==> src/rtl/fetch_pkg.sv <==
// Shared types and constants for the instruction fetch unit.
package fetch_pkg;

    localparam int unsigned INSTR_BYTES = 4;

    typedef enum logic [1:0] {
        BOOT,
        RUN,
        FLUSH,
        HALT
    } fetch_state_e;

    typedef struct packed {
        logic [31:0] pc;
        logic [31:0] instr;
    } fetch_entry_t;

    localparam int unsigned ENTRY_W = $bits(fetch_entry_t);

endpackage

==> src/rtl/fetch_fifo.sv <==
// In-order prefetch buffer of {pc, instr} entries with flush and simultaneous push/pop.
module fetch_fifo
    import fetch_pkg::*;
#(
    parameter int unsigned DEPTH = 4
) (
    input  logic                     clk_i,
    input  logic                     rst_i,
    input  logic                     flush_i,
    input  logic                     push_i,
    input  logic [ENTRY_W-1:0]       wdata_i,
    input  logic                     pop_i,
    output logic [ENTRY_W-1:0]       rdata_o,
    output logic [$clog2(DEPTH):0]   count_o
);

    localparam int unsigned AW = $clog2(DEPTH);
    localparam int unsigned CW = AW + 1;

    logic [AW-1:0] wr_ptr_q, rd_ptr_q;
    logic [CW-1:0] count_q;
    fetch_entry_t  mem_q [DEPTH];
    logic          do_push, do_pop;

    assign do_push = push_i & ~flush_i;
    assign do_pop  = pop_i & (count_q != '0) & ~flush_i;

    always_ff @(posedge clk_i or posedge rst_i) begin
        if (rst_i) begin
            wr_ptr_q <= '0;
            rd_ptr_q <= '0;
            count_q  <= '0;
        end else if (flush_i) begin
            wr_ptr_q <= '0;
            rd_ptr_q <= '0;
            count_q  <= '0;
        end else begin
            if (do_push) wr_ptr_q <= wr_ptr_q + AW'(1);
            if (do_pop)  rd_ptr_q <= rd_ptr_q + AW'(1);
            count_q <= count_q + CW'(do_push) - CW'(do_pop);
        end
    end

    // Storage needs no reset: entries are only observed while count_q covers them.
    always_ff @(posedge clk_i) begin
        if (do_push) mem_q[wr_ptr_q] <= wdata_i;
    end

    assign rdata_o = mem_q[rd_ptr_q];
    assign count_o = count_q;

endmodule

==> src/rtl/fetch_unit.sv <==
// Pipelined instruction fetch: request/grant/response port feeding an in-order prefetch buffer.
// Optional FETCH_MISALIGN_TRAP_EN: a misaligned redirect halts fetch and raises sticky misalign_o.
module fetch_unit
    import fetch_pkg::*;
#(
    parameter logic [31:0] RESET_PC = 32'h0000_0000,
    parameter int unsigned DEPTH    = 4
) (
    input  logic        clk_i,
    input  logic        rst_i,
`ifdef FETCH_MISALIGN_TRAP_EN
    output logic        misalign_o,
`endif
    output logic        imem_req_o,
    output logic [31:0] imem_addr_o,
    input  logic        imem_gnt_i,
    input  logic        imem_rvalid_i,
    input  logic [31:0] imem_rdata_i,
    input  logic        redirect_i,
    input  logic [31:0] redirect_pc_i,
    output logic        if_valid_o,
    output logic [31:0] if_pc_o,
    output logic [31:0] if_instr_o,
    input  logic        if_ready_i
);

    localparam int unsigned CW      = $clog2(DEPTH) + 1;
    localparam logic [31:0] PC_MASK = 32'hFFFF_FFFC;
    localparam logic [CW:0] DEPTH_C = (CW + 1)'(DEPTH);

    fetch_state_e  state_q, state_d;
    logic [31:0]   fetch_pc_q, fetch_pc_d;
    logic [31:0]   resp_pc_q, resp_pc_d;
    logic [CW-1:0] outstanding_q, outstanding_d;
    logic [CW-1:0] discard_q, discard_d;
    fetch_entry_t  last_q, last_d;
    fetch_entry_t  head, push_entry;
    logic [CW-1:0] count;
    logic [CW:0]   credit_used;
    logic [31:0]   redir_pc;
    logic          redir_bad;
    logic          credit_ok, gnt_fire, rsp_fire, push, pop;

    assign redir_pc = redirect_pc_i & PC_MASK;
`ifdef FETCH_MISALIGN_TRAP_EN
    assign redir_bad = |redirect_pc_i[1:0];
`else
    assign redir_bad = 1'b0;
`endif

    // Credits come from registered state only, so a pop frees its slot one cycle later.
    assign credit_used = {1'b0, outstanding_q} + {1'b0, count};
    assign credit_ok   = credit_used < DEPTH_C;

    assign gnt_fire      = imem_req_o & imem_gnt_i;
    assign rsp_fire      = imem_rvalid_i & (outstanding_q != '0);
    assign outstanding_d = outstanding_q + CW'(gnt_fire) - CW'(rsp_fire);
    assign push          = rsp_fire & (state_q == RUN) & ~redirect_i;
    assign pop           = if_valid_o & if_ready_i & ~redirect_i;
    assign push_entry    = '{pc: resp_pc_q, instr: imem_rdata_i};

    fetch_fifo #(
        .DEPTH (DEPTH)
    ) u_fifo (
        .clk_i   (clk_i),
        .rst_i   (rst_i),
        .flush_i (redirect_i),
        .push_i  (push),
        .wdata_i (push_entry),
        .pop_i   (pop),
        .rdata_o (head),
        .count_o (count)
    );

    always_ff @(posedge clk_i or posedge rst_i) begin
        if (rst_i) state_q <= BOOT;
        else       state_q <= state_d;
    end

    always_comb begin
        state_d = state_q;
        if (redirect_i) begin
            if (redir_bad)                   state_d = HALT;
            else if (outstanding_d != '0)    state_d = FLUSH;
            else                             state_d = RUN;
        end else begin
            unique case (state_q)
                BOOT:    state_d = RUN;
                FLUSH:   if (discard_d == '0) state_d = RUN;
                default: ;
            endcase
        end
    end

    always_comb begin
        imem_req_o = 1'b0;
        if_valid_o = (count != '0);
        if (state_q == RUN && credit_ok && !redirect_i) imem_req_o = 1'b1;
`ifdef FETCH_MISALIGN_TRAP_EN
        if (state_q == HALT) if_valid_o = 1'b0;
`endif
    end

    always_comb begin
        fetch_pc_d = fetch_pc_q;
        resp_pc_d  = resp_pc_q;
        discard_d  = discard_q;
        last_d     = (count != '0) ? head : last_q;
        if (redirect_i) begin
            fetch_pc_d = redir_pc;
            resp_pc_d  = redir_pc;
            discard_d  = outstanding_d;
        end else begin
            if (gnt_fire) fetch_pc_d = fetch_pc_q + INSTR_BYTES;
            if (push)     resp_pc_d  = resp_pc_q + INSTR_BYTES;
            if (rsp_fire && state_q == FLUSH && discard_q != '0)
                discard_d = discard_q - CW'(1);
        end
    end

    always_ff @(posedge clk_i or posedge rst_i) begin
        if (rst_i) begin
            fetch_pc_q    <= RESET_PC & PC_MASK;
            resp_pc_q     <= RESET_PC & PC_MASK;
            outstanding_q <= '0;
            discard_q     <= '0;
            last_q        <= '0;
        end else begin
            fetch_pc_q    <= fetch_pc_d;
            resp_pc_q     <= resp_pc_d;
            outstanding_q <= outstanding_d;
            discard_q     <= discard_d;
            last_q        <= last_d;
        end
    end

`ifdef FETCH_MISALIGN_TRAP_EN
    logic misalign_q, misalign_d;

    assign misalign_d = redirect_i ? redir_bad : misalign_q;

    always_ff @(posedge clk_i or posedge rst_i) begin
        if (rst_i) misalign_q <= 1'b0;
        else       misalign_q <= misalign_d;
    end

    assign misalign_o = misalign_q;
`endif

    assign imem_addr_o = fetch_pc_q;
    // With the buffer empty the last presented entry is held rather than stale storage.
    assign if_pc_o     = (count != '0) ? head.pc    : last_q.pc;
    assign if_instr_o  = (count != '0) ? head.instr : last_q.instr;

endmodule

==> config.mk <==
export PLATFORM = sky130hd
export DESIGN_NAME = fetch_unit
export DESIGN_NICKNAME = d
export VERILOG_FILES = /design/src/rtl/fetch_pkg.sv /design/src/rtl/fetch_fifo.sv /design/src/rtl/fetch_unit.sv
export SDC_FILE = /design/constraint.sdc
export NUM_CORES = 1
export LEC_CHECK = 0
export BUFFER_PORTS_ARGS = -buffer_cell sky130_fd_sc_hd__clkbuf_2
export CORE_UTILIZATION = 50
export CTS_CLUSTER_DIAMETER = 100
export CTS_CLUSTER_SIZE = 30
export DETAILED_ROUTE_END_ITERATION = 7
export GPL_TIMING_DRIVEN = 0
export PLACE_DENSITY = 0.66
export SLEW_MARGIN = 40
export SYNTH_ARGS = -nofsm -noshare
export SYNTH_HDL_FRONTEND = slang
export SYNTH_SLANG_ARGS = --single-unit
export TNS_END_PERCENT = 5
==> constraint.sdc <==
create_clock -name clk_i -period 4.6 [get_ports clk_i]
set_clock_uncertainty 0.1 [all_clocks]
set_input_delay 0.23 -clock clk_i [delete_from_list [all_inputs] [get_ports clk_i]]
set_output_delay 0.23 -clock clk_i [all_outputs]
set_load 0.005 [all_outputs]
Word-level counts from Yosys, hierarchy flattened
Memories as Yosys holds them, arrays and structs flattened.
Cells that the tools add are included.
- output and inout port bits: 98
- word-level logic and storage cells: 72
- register bits after elaboration: 143
- memories kept: 1
- bits in writable memories: 256
- input port bits: 70
- memory list (memory ; depth ; bits a word ; read ports ; clocked after Yosys merged registers in ; wr ports ; RTL line ; RTL):
    u_fifo.mem_q ; 4 ; 64 ; 1 ; 0 ; 1 ; fetch_fifo.sv:22 ; fetch_entry_t mem_q [DEPTH];
- order comparisons: 1
- equality and inequality tests: 3
- reductions and logical operators: 17
- bitwise gates (word level): 10
- multiplexer cells: 20
- $add $sub $neg: 10
- operator list (cell ; count):
    $mux 32 ; 6
    $add 32x3->32 const B ; 2
    $reduce_bool 3->1 ; 5
    $mux 2 ; 7
    $and 1x1->1 ; 9
    $mux 3 ; 3
    $reduce_bool 2->1 ; 4
    $add 3x1->3 ; 2
    $sub 3x1->3 ; 2
    $add 2x1->2 const B ; 2
    $add 3x3->4 ; 1
    $logic_and 1x1->1 ; 4
    $lt 4x3->1 const B ; 1
    $pmux 2 s2 ; 1
    $logic_not 3->1 ; 1
    $mux 1 ; 3
    $ne 3x3->1 const B ; 1
    $sub 3x1->3 const B ; 1
    $eq 2x1->1 const B ; 1
    $eq 2x2->1 const B ; 1
    $logic_not 2->1 ; 1
    $reduce_and 2->1 ; 1
    $logic_not 1->1 ; 1
    $not 1->1 ; 1

Logic depth before layout (Yosys ltp)
Gate-level depths: netlist of run 1.
- depth in word-level cells: 13
- depth in mapped cells: 15
- gate-level depth less buffers: 13

By module
A second synthesis of run 1 with hierarchy kept.
- cells, all modules: 937
- area total of the unflattened synthesis: 16015.4 sq um
- modules (own cells, without submodules) (module ; area each (sq um) ; cells an instance ; times used ; seq. area each (sq um)):
    fetch_fifo ; 9731.8 ; 378 ; 1 ; 7862.5
    fetch_unit ; 6283.5 ; 559 ; 1 ; 3303.2

Worst setup path before layout of run 1
Ideal clock, no wire load.
- path type: register to register
- from: register outstanding_q[2]
- to: register state_q[1]
- arrival: 3.377 ns
- period minus slack after synthesis: 3.606 ns
- cell stages (with the launch flop): 16
- library setup time: 0.129 ns
- required time: 4.371 ns
- setup slack: 0.994 ns
- path buffers: 2
- cells stage by stage: dfrtp_1 -> ha_1 -> or3_1 -> nor4b_4 -> inv_2 -> buf_6 -> buf_2 -> ha_1 -> inv_1 -> ha_1 -> inv_1 -> fa_1 -> inv_1 -> or4_1 -> o21ai_0 -> a21oi_1
- word-level cells in the longest chain between the ends: 12
- elaborated cells on any way between the ends: 20
- classes of those cells: add/sub (3); order compare (1); eq/ne (1); mux (5); bitwise (2); reduce/logical (8)
- ends and longest elaborated chain (element ; RTL line ; RTL):
    start, declared ; fetch_unit.sv:34 ; logic [CW-1:0] outstanding_q, outstanding_d;
    start signal, assigned ; fetch_unit.sv:131 ; outstanding_q <= outstanding_d;
    $add 3x3->4 ; fetch_unit.sv:52 ; assign credit_used = {1'b0, outstanding_q} + {1'b0, count};
    $lt 4x3->1 ; fetch_unit.sv:53 ; assign credit_ok = credit_used < DEPTH_C;
    $logic_and 1x1->1 (2 in series) ; fetch_unit.sv:98 ; if (state_q == RUN && credit_ok && !redirect_i) imem_req_o = 1'b1;
    $mux 1 ; fetch_unit.sv:98 ;
    $and 1x1->1 ; fetch_unit.sv:55 ; assign gnt_fire = imem_req_o & imem_gnt_i;
    $add 3x1->3 ; fetch_unit.sv:57 ; assign outstanding_d = outstanding_q + CW'(gnt_fire) - CW'(rsp_fire);
    $sub 3x1->3 * ; fetch_unit.sv:57 ;
    net outstanding_d[1] ; fetch_unit.sv:34 ;
    $mux 3 ; fetch_unit.sv:109 ; if (redirect_i) begin
    $logic_not 3->1 ; fetch_unit.sv:89 ; FLUSH: if (discard_d == '0) state_d = RUN;
    $ne 3x3->1 (no line) ; -- ;
    $reduce_and 2->1 (no line) ; -- ;
    end signal, assigned ; fetch_unit.sv:77 ; else state_q <= state_d;
    end, declared ; fetch_unit.sv:31 ; fetch_state_e state_q, state_d;
The timed path passes the listed nets; every way through them passes the cells marked *.
A chain may end at the register's enable or synchronous reset.

Worst setup path in the final report of run 1
Same ends and word-level chain as after synthesis.

==> metrics.cfg, run 1 <==
[status]
status = finished clean

[setup_path]
worstPathCellList = ha_1 -> or3_1 -> nor4b_4 -> inv_2 -> buf_6 -> buf_2 -> ha_1 -> inv_1 -> ha_1 -> inv_1 -> fa_1 -> inv_1 -> or4_1 -> o21ai_0 -> a21oi_1
crit_required_ns = 4.89
slowest_stage = fa_1
startpoint_type = flip-flop
crit_path_max_fanout = 10
arrival_ns = 4.41
r2r_cells = 15
critPathCaptureType = flip-flop
cp_num_buf_inv = 6
worst_path_largest_cell_delay_ns = 0.52
path_class = reg -> reg
cp.depth = 15
path_delay_family = simple AND/OR/NAND/NOR gates

[synth]
yosysWarnings = 0
yosys.area.top_type_share = 0.478
ys_async_sr_fraction = 0.356
syn_area_sq_um = 15600
synth_cell_types = 57
ys_top_cells_by_area = edfxtp_1 (48%), dfrtp_1 (22%), mux4_2 (9.0%)
seq_area_frac_synth = 0.698
ys_seq_elements = 385
ys.flop_type = edfxtp_1
synth.largest_area_cell = edfxtp_1
synth_edf_count = 248
synth_cells = 929
syn_avg_cell_area_sq_um = 16.8

[final_layout]
nets = 1269
fin_util = 0.595
syn_to_final_growth_pct = 16.9
drive_gt1_frac = 0.293
fillers = 2380
post_layout_nonfiller_instances = 1589
num_antenna_cells = 0

[sta]
holdWs_ns = 0.191
final_max_slew_viol_count = 0
fmax_ghz = 0.243
timing.final.crit_share = 0.895
finalHoldViolations = 0
setup_viol = 0
setup_tns_ns = 0
rsz0062_at_grt = no
fin_crit_ns = 4.12
tightest_slew_ns = 0.755
slew_headroom = 0.492

[route]
post_drt_via_cell_ratio = 5.62
drtIter0Drc = 657
drc = 0
routed_wl_mm = 32.6
ant_nets = 0
wl_per_cell_um = 20.5
vias = 8925
dr.pass1.iters = 5

[placed_design]
gp_congestion = 0.875
dp_cells = 1496
hpwl_mm = 21.7
port_buffers = 161

[grt]
antenna_found_initial = 0
grt-ovfl-total = 0
grt_pass1_vias = 8813
grt_max_degree = 75
grt.total_usage = 0.210
grt_pass1_wl_mm = 50.4

[floorplan]
die-area_sq_um = 31800
start_util = 0.509
die_h_um = 178
rows = 64
ioPinCount = 168
fp.dieW_um = 178
core_sq_um = 30600

[clocking]
cts_setup_buffers = 0
root_buffer = clkbuf_16
clockBufferDepth = 3
clk_latency_ns = 0.51
clock_sinks = 385
cts_buffers = 17
worst_setup_hold_path_clk_slew_ns = 0.10
cts-htree-levels = 1
cts-resized-gates = 0
tritoncts = yes

[power_and_ir_drop]
p_leak_nw = 6.60
p_per_area_nw_per_um2 = 467
vdd_ir_drop_max_mv = 0.285

[run]
cap_violations = 0

[hold_path]
min_path_type = in -> reg
min_path_cells = 3

sequential cells by signal, summed over array words and instances (netlist names):
| name | cells |
|---|---|
| discard_q | 3 |
| imem_addr_o | 30 |
| last_q | 62 |
| outstanding_q | 3 |
| resp_pc_q | 30 |
| state_q | 2 |
| u_fifo.count_o | 3 |
| u_fifo.mem_q | 248 |
| u_fifo.rd_ptr_q | 2 |
| u_fifo.wr_ptr_q | 2 |
report_power, final:
group          internal [W]  leakage, nW  switching, W  total, W
Sequential          0.00412         3.87      0.000222   0.00434
Combinational       0.00125         2.49       0.00115   0.00241
Clock              0.000725        0.240       0.00103   0.00176
Total               0.00610         6.60       0.00241   0.00851
cells by family after synthesis:
group	Yosys count	share of synthesized area
xor gates and xnor gates	44	0.0248
other	1	0.000241
DFF	385	0.698
AOI/OAI and AO/OA	92	0.0374
adders and majority gates	16	0.0138
muxes	136	0.143
buffers and inverters	71	0.0194
and+or+nand+nor	184	0.0631
final cells by class:
class / instances / area, sq um / area share
sequential: 385 / 10900 / 0.597
clock inverter: 3 / 43.8 / 0.00241
multi-input combinational: 476 / 4420 / 0.243
buffer: 47 / 213 / 0.0117
tap: 396 / 495 / 0.0272
clock buffer: 26 / 459 / 0.0252
timing repair buffer: 232 / 1600 / 0.0880
inverter: 24 / 97.6 / 0.00536
through the flow:
stage	area, sq um	power [W]	worst slack (ns)
after detailed placement	17100	0.00683	0.515
after CTS	18200	0.00862	0.498
after floorplan	15600	0.00588	0.602
final	18200	0.00851	0.483
after global routing	18200	0.00900	0.330
after global placement	16900	0.00677	-1.54
cell usage after synthesis, types with 3 or more instances:
| cell | n |
|---|---|
| o21ai_0 | 43 |
| nand3_1 | 26 |
| ha_1 | 14 |
| nor3_1 | 11 |
| mux2i_1 | 5 |
| or2_2 | 3 |
| nor2b_1 | 4 |
| nor2_1 | 26 |
| o211ai_1 | 10 |
| nand4_1 | 18 |
| mux2_2 | 69 |
| buf_2 | 10 |
| mux4_2 | 62 |
| nor4_1 | 12 |
| buf_1 | 5 |
| dfrtp_1 | 137 |
| buf_4 | 4 |
| a31oi_1 | 4 |
| xor2_1 | 20 |
| nand2_1 | 46 |
| or4_1 | 3 |
| nand2b_1 | 4 |
| clkbuf_1 | 27 |
| o311ai_0 | 10 |
| inv_1 | 22 |
| and4_1 | 5 |
| a21oi_1 | 6 |
| edfxtp_1 | 248 |
| and2_1 | 11 |
| and3_1 | 7 |
| xnor2_1 | 24 |
what timing repair did:
action,4_1_cts,5_1_grt
endpoints found under the setup margin,0,0
endpoints found under the hold margin,253,0
hold buffers,64,0
worst min-delay path, stage by stage:
cell,delay [ns]
clkbuf_2,0.12
clkinv_1,0.21
mux2_2,0.20
placed cells by master, fill, tap and decap left out, types with 5 or more instances in the layout:
cell | Yosys | routed
mux2_2 | 69 | 69
o311ai_0 | 10 | 10
a21oi_1 | 6 | 6
mux4_2 | 62 | 62
xor2_1 | 20 | 20
nand2_1 | 46 | 46
inv_1 | 22 | 21
and3_1 | 7 | 7
nand3_1 | 26 | 26
buf_12 | 0 | 5
dfrtp_1 | 137 | 137
buf_2 | 10 | 10
o21ai_0 | 43 | 43
nand4_1 | 18 | 18
xnor2_1 | 24 | 24
and2_1 | 11 | 7
dlygate4sd3_1 | 0 | 64
o211ai_1 | 10 | 10
ha_1 | 14 | 14
edfxtp_1 | 248 | 248
clkbuf_16 | 0 | 17
mux2i_1 | 5 | 5
nor2_1 | 26 | 26
nor4_1 | 12 | 11
and4_1 | 5 | 5
clkbuf_2 | 0 | 162
nor3_1 | 11 | 11
clkbuf_1 | 27 | 36
final timing paths:
check                                 start         endpoint  slack (ns)
setup / recovery           outstanding_q[2]       state_q[1]        0.48
hold / removal                   redirect_i     discard_q[0]        0.19
setup reg to reg           outstanding_q[2]       state_q[1]        0.48
hold reg to reg                  last_q[39]       last_q[39]        0.40
max in group asynchronous             rst_i  imem_addr_o[30]        3.41
min in group asynchronous             rst_i       last_q[28]        0.24
per-layer routing:
metal / routed length [um] / vias to the layer above / GRT usage / part of all wire
li1: - / 4069 / - / -
met1: 14500 / 4528 / 0.305 / 0.44
met2: 15800 / 301 / 0.345 / 0.48
met3: 1900 / 27 / 0.0279 / 0.058
met4: 447 / 0 / 0.0385 / 0.014
met5: 0 / - / 0 / 0
No activity file was read; power rests on OpenSTA's default activity.
==> run 2, diff against run 1 <==
- BUFFER_PORTS_ARGS: -buffer_cell sky130_fd_sc_hd__clkbuf_2 -> -buffer_cell sky130_fd_sc_hd__buf_2
- CORE_UTILIZATION: 50 -> 40
- PLACE_DENSITY: 0.66 -> 0.54
==> run 2 against run 1 <==
Effect of this change:
- hold slack lost 0.17 ns
- cell count grew 7.4%
- sequential share of layout area shrank 0.73 points
- clock power grew 6%
- core utilization shrank 11 points
- combinational power is essentially flat
- flip-flop and latch count is the same
- clock-buffer cell count shrank 1
- sequential power is essentially flat
- critical path type unchanged
==> metrics.cfg, run 2 (synthesis results as in run 1) <==
[setup_path]
reg2reg_slack_ns = 0.42  ; -0.07 ns
rr_startpoint = outstanding_q[2]
r2r-end = state_q[1]
startpoint_type = flip-flop
arrival_ns = 4.50  ; +0.09 ns
path_class = reg -> reg
r2r_cells = 15  ; unchanged
crit_path_max_fanout = 10  ; unchanged
crit_required_ns = 4.92  ; +0.03 ns
critPathCaptureType = flip-flop

[clocking]
tritoncts = yes
root_buffer = clkbuf_16
worst_setup_hold_path_clk_slew_ns = 0.11  ; about the same
cts_buffers = 17  ; unchanged
clock_sinks = 385  ; unchanged
cts-resized-gates = 0  ; unchanged
clockBufferDepth = 3  ; unchanged
clk_latency_ns = 0.53  ; +0.02 ns
cts-htree-levels = 1  ; unchanged

[grt]
grt_pass1_vias = 8978  ; +1.9%
grt.total_usage = 0.179  ; -0.0316
antenna_found_initial = 0  ; unchanged
grt-ovfl-total = 0  ; unchanged
grt_pass1_wl_mm = 53.5  ; +6.1%
grt_max_degree = 63  ; -16%

[sta]
timing.final.crit_share = 0.909  ; +0.0143
tightest_slew_ns = 0.821  ; +0.0657 ns
fmax_ghz = 0.239  ; -1.6%
finalHoldViolations = 0  ; unchanged
worst_slack_ns = 0.417  ; -0.0659 ns
slew_headroom = 0.448  ; -0.0442
rsz0062_at_grt = no
fin_crit_ns = 4.18  ; +0.0659 ns
final_max_slew_viol_count = 0  ; unchanged
setup_viol = 0  ; unchanged

[route]
vias = 8827  ; -1.1%
drtIter0Drc = 488  ; -26%
dr.pass1.iters = 5  ; unchanged
wl_met3_mm = 1.59  ; -16%
ant_nets = 0  ; unchanged
dr_wl_met2_mm = 16.8  ; +5.9%
wl_per_cell_um = 20.3  ; -1.4%
post_drt_via_cell_ratio = 5.17  ; -7.9%
wl_met1_mm = 15.6  ; +7.6%
drc = 0  ; unchanged
top_layer = met4
routed_wl_mm = 34.6  ; +6.0%

[floorplan]
die_h_um = 199  ; +12%
fp.dieW_um = 199  ; +12%
core_sq_um = 38000  ; +24%
start_util = 0.410  ; -0.0995
ioPinCount = 168  ; unchanged
rows = 71  ; +11%
die-area_sq_um = 39700  ; +25%

[power_and_ir_drop]
internal_power_w = 0.00616  ; +1.0%
switching_share = 0.286  ; +0.00279
clock_power_share = 0.216  ; +0.009
p_switching_w = 0.00247  ; +2.4%
pwr-share-seq = 0.503  ; -0.008
vdd_ir_drop_max_mv = 0.242  ; -15%
p_leak_nw = 6.61  ; +0.14%
p_per_area_nw_per_um2 = 468  ; +0.18%
combPwrFrac = 0.281  ; -0.002

[placed_design]
place_area_sq_um = 17300  ; +1.2%
pre_cts_ws_ns = 0.423  ; -0.0930 ns
hpwl_mm = 23.7  ; +9.2%
port_buffers = 161  ; unchanged
gp_congestion = 0.875  ; about the same

[final_layout]
final_common_cell = edfxtp_1
syn_to_final_growth_pct = 18.4
fin_area_sq_um = 18400  ; +1.2%
largest_register_ffs = 248  ; unchanged
largest_register = u_fifo.mem_q
final_cell_mix = edfxtp_1 (248), buf_2 (171), dfrtp_1 (137)
drive_gt1_frac = 0.297  ; +0.00344
reg_top3 = u_fifo.mem_q x248, last_q x62
nets = 1271  ; +0.16%
fillers = 3371  ; +42%
num_antenna_cells = 0  ; unchanged

[run]
cap_violations = 0  ; unchanged

[hold_path]
min_path_cells = 3  ; unchanged
min_to = imem_addr_o[30]
min_from = redirect_pc_i[30]
min_path_type = in -> reg

[status]
status = finished clean

[run 2: worst max-delay path by stage]
stage / from / endpoint / slack [ns]
floorplan: rst_i / discard_q[0] / 0.60
global placement: rst_i / imem_addr_o[28] / -1.85
detailed placement: outstanding_q[2] / state_q[1] / 0.42
CTS: outstanding_q[2] / state_q[1] / 0.40
global route: outstanding_q[2] / state_q[0] / 0.24
finish: outstanding_q[2] / state_q[1] / 0.42
[run 2: cell type report]
class	count	area (sq um)	area share
clock inverter	5	80.1	0.00434
tap	511	639	0.0347
multi-input combinational	476	4420	0.240
sequential	385	10900	0.590
timing repair buffer	234	1650	0.0896
inverter	24	97.6	0.00529
buffer	47	213	0.0115
clock buffer	25	455	0.0247
[run 2: layer usage]
layer  vias up  track usage
met5         -            0
met4         0       0.0387
met3        30       0.0208
met2       233        0.300
met1      4500        0.251
li1       4064            -
[run 2: per-stage QoR]
stage	util	hold slack, ns	cells	total power [W]	setup TNS (ns)
6_report	0.485	0.0176	1707	0.00863	0
5_1_grt	0.485	0.0278	1707	0.00914	0
4_1_cts	0.485	0.00240	1707	0.00880	0
3_5_place_dp	0.454	0.127	1614	0.00687	0
3_3_place_gp	0.448	0.344	1604	0.00682	-306.16
2_1_floorplan	-	0.229	932	0.00588	0
[run 2: timing repair]
action	4_1_cts	5_1_grt
endpoints found under the hold margin	263	0
hold buffers	63	0
setup buffers	0	0
endpoints found under the setup margin	0	0
[run 2: critical path, cell delays in order, from the launching register on]
cell     delay (ns)
dfrtp_1        0.42
ha_1           0.29
or3_1          0.44
nor4b_4        0.52
inv_2          0.16
buf_6          0.19
buf_2          0.20
ha_1           0.29
inv_1          0.06
ha_1           0.13
inv_1          0.05
fa_1           0.52
inv_1          0.06
or4_1          0.50
o21ai_0        0.10
a21oi_1        0.06
[run 2: power groups by stage]
stage	sequential, W	combinational (W)	clock (W)
after floorplan	0.00435	0.00153	0
after global placement	0.00441	0.00241	0
after detailed placement	0.00442	0.00245	0
after CTS	0.00435	0.00251	0.00195
after global routing	0.00440	0.00270	0.00204
final	0.00434	0.00243	0.00186
==> run 3, diff against run 2 <==
- GPL_TIMING_DRIVEN: 0 -> default
- PLACE_DENSITY: 0.54 -> default
==> run 3 against run 2 <==
Effect of this change:
- clock power decreased by 3%
- cell area decreased by 1.2%
- wire length decreased by 4.8%
- cell count decreased by 2.1%
- register-to-register slack better by 0.62 ns
- maximum frequency is 17% higher
- flip-flop and latch count is the same
- clock-buffer cell count up 1
- worst setup slack better by 0.62 ns
- sequential power grew 1%
- core utilization decreased by 0.56 points
- highest routed layer unchanged
==> metrics.cfg, run 3 (synthesis results as in run 1) <==
[final_layout]
largest_register_ffs = 248  ; unchanged
reg_top3 = u_fifo.mem_q x248, last_q x62
nets = 1235  ; -2.8%
final_common_cell = edfxtp_1
drive_gt1_frac = 0.303  ; +0.00576
final_cell_mix = edfxtp_1 (248), buf_2 (161), dfrtp_1 (135)
syn_to_final_growth_pct = 17.0
largest_register = u_fifo.mem_q
post_layout_nonfiller_instances = 1671  ; -2.1%
num_antenna_cells = 0  ; unchanged

[sta]
timing.final.crit_share = 0.774  ; -0.135
fmax_ghz = 0.281  ; +17%
setup_tns_ns = 0  ; unchanged
tightest_slew_ns = 0.657  ; -0.164 ns
rsz0062_at_grt = no
fin_crit_ns = 3.56  ; -0.623 ns
slew_headroom = 0.562  ; +0.114
setup_viol = 0  ; unchanged
finalHoldViolations = 0  ; unchanged
final_max_slew_viol_count = 0  ; unchanged

[power_and_ir_drop]
pwr-share-seq = 0.513  ; +0.010
internal_power_w = 0.00614  ; -0.34%
switching_share = 0.283  ; -0.00292
p_switching_w = 0.00242  ; -1.8%
vdd_ir_drop_max_mv = 0.219  ; -9.2%
clock_power_share = 0.210  ; -0.006
combPwrFrac = 0.276  ; -0.005
p_per_area_nw_per_um2 = 470  ; +0.42%
p_leak_nw = 6.51  ; -1.5%

[grt]
antenna_found_initial = 0  ; unchanged
grt-ovfl-total = 0  ; unchanged
grt.total_usage = 0.170  ; -0.00887
grt_max_degree = 79  ; +25%
grt_pass1_wl_mm = 51.4  ; -3.9%
grt_pass1_vias = 8807  ; -1.9%

[clocking]
tritoncts = yes
cts-htree-levels = 1  ; unchanged
clk_latency_ns = 0.53  ; about the same
root_buffer = clkbuf_16
cts_buffers = 17  ; unchanged
clock_sinks = 385  ; unchanged
cts_setup_buffers = 0  ; unchanged
cts_hold_buf = 64  ; +1.6%
cts-resized-gates = 0  ; unchanged
clockBufferDepth = 3  ; unchanged
worst_setup_hold_path_clk_slew_ns = 0.11  ; about the same

[hold_path]
min_path_type = in -> reg

[route]
drc = 0  ; unchanged
dr.pass1.iters = 5  ; unchanged
vias = 8708  ; -1.3%
wl_per_cell_um = 19.7  ; -2.8%
ant_nets = 0  ; unchanged
post_drt_via_cell_ratio = 5.21  ; +0.78%
routed_wl_mm = 32.9  ; -4.8%
drtIter0Drc = 499  ; +2.3%

[floorplan]
start_util = 0.410  ; unchanged
die-area_sq_um = 39700  ; unchanged
die_h_um = 199  ; unchanged
core_sq_um = 38000  ; unchanged
fp.dieW_um = 199  ; unchanged
ioPinCount = 168  ; unchanged
rows = 71  ; unchanged

[setup_path]
worstPathCellList = ha_1 -> or3_1 -> nor4b_4 -> buf_4 -> inv_2 -> ha_1 -> inv_1 -> ha_1 -> inv_1 -> fa_1 -> inv_1 -> or4_1 -> o21ai_0 -> a21oi_1
crit_required_ns = 4.92  ; about the same
critPathCaptureType = flip-flop
reg2reg_slack_ns = 1.04  ; +0.62 ns
startpoint_type = flip-flop
arrival_ns = 3.88  ; -0.62 ns
slowest_stage = fa_1
path_class = reg -> reg
worst_path_largest_cell_delay_ns = 0.50  ; -0.02 ns
crit_path_max_fanout = 14  ; +4

[run]
cap_violations = 0  ; unchanged

[placed_design]
gp_congestion = 0.835  ; -4.5%
port_buffers = 161  ; unchanged
dp_cells = 1577  ; -2.3%
hpwl_mm = 21.1  ; -11%

[status]
status = finished clean

-- run 3: critical path, delay by kind of cell, from the launching register on --
family,cells,cell delay [ns]
adder cells (fa/ha/maj),4,1.20
AND/OR/NAND/NOR,3,1.12
buffers and inverters,5,0.46
flip-flops,1,0.42
AO/OA/AOI/OAI,2,0.15
-- run 3: area by class of cell --
cell class | count | area (sq um)
repair buffers | 245 | 1670
clock inverters | 4 | 51.3
fillers | 3306 | 19800
flip-flops and latches | 385 | 10900
inverters | 24 | 97.6
clock buffers | 26 | 459
well taps | 511 | 639
multi-input cells | 476 | 4420
-- run 3: power by group through the flow --
stage                     Combinational, W  Sequential, W  Clock [W]
after global routing               0.00263        0.00446    0.00198
after global placement             0.00224        0.00452          0
after CTS                          0.00244        0.00441    0.00187
after detailed placement           0.00239        0.00448          0
final                              0.00237        0.00440    0.00180
after floorplan                    0.00153        0.00435          0
-- run 3: metal layers --
metal | GRT usage | routed length, um | vias to the layer above
met1 | 0.236 | 15000 | 4497
met5 | 0 | 0 | -
met3 | 0.0203 | 1330 | 22
li1 | - | - | 3987
met4 | 0.0274 | 339 | 0
met2 | 0.291 | 16200 | 202
-- run 3: worst paths after layout --
| kind | from | to | cells past startpoint |
|---|---|---|---|
| max | outstanding_q[2] | state_q[1] | 14 |
| min | redirect_pc_i[30] | imem_addr_o[30] | 3 |
| max reg2reg | outstanding_q[2] | state_q[1] | 14 |
| min reg2reg | last_q[41] | last_q[41] | 1 |
| max in group asynchronous | rst_i | imem_addr_o[13] | 4 |
| min in group asynchronous | rst_i | last_q[16] | 3 |
-- run 3: through the flow --
step | total power [W] | instance area [sq um] | setup WS [ns] | hold WS [ns] | util
after floorplan | 0.00588 | 15600 | 0.602 | 0.229 | -
after global placement | 0.00675 | 17000 | 1.05 | 0.344 | 0.447
after detailed placement | 0.00687 | 17100 | 1.01 | 0.280 | 0.449
after CTS | 0.00871 | 18200 | 1.01 | 0.00540 | 0.479
after global routing | 0.00907 | 18200 | 0.835 | 0.0232 | 0.479
final | 0.00856 | 18200 | 1.04 | 0.0171 | 0.479
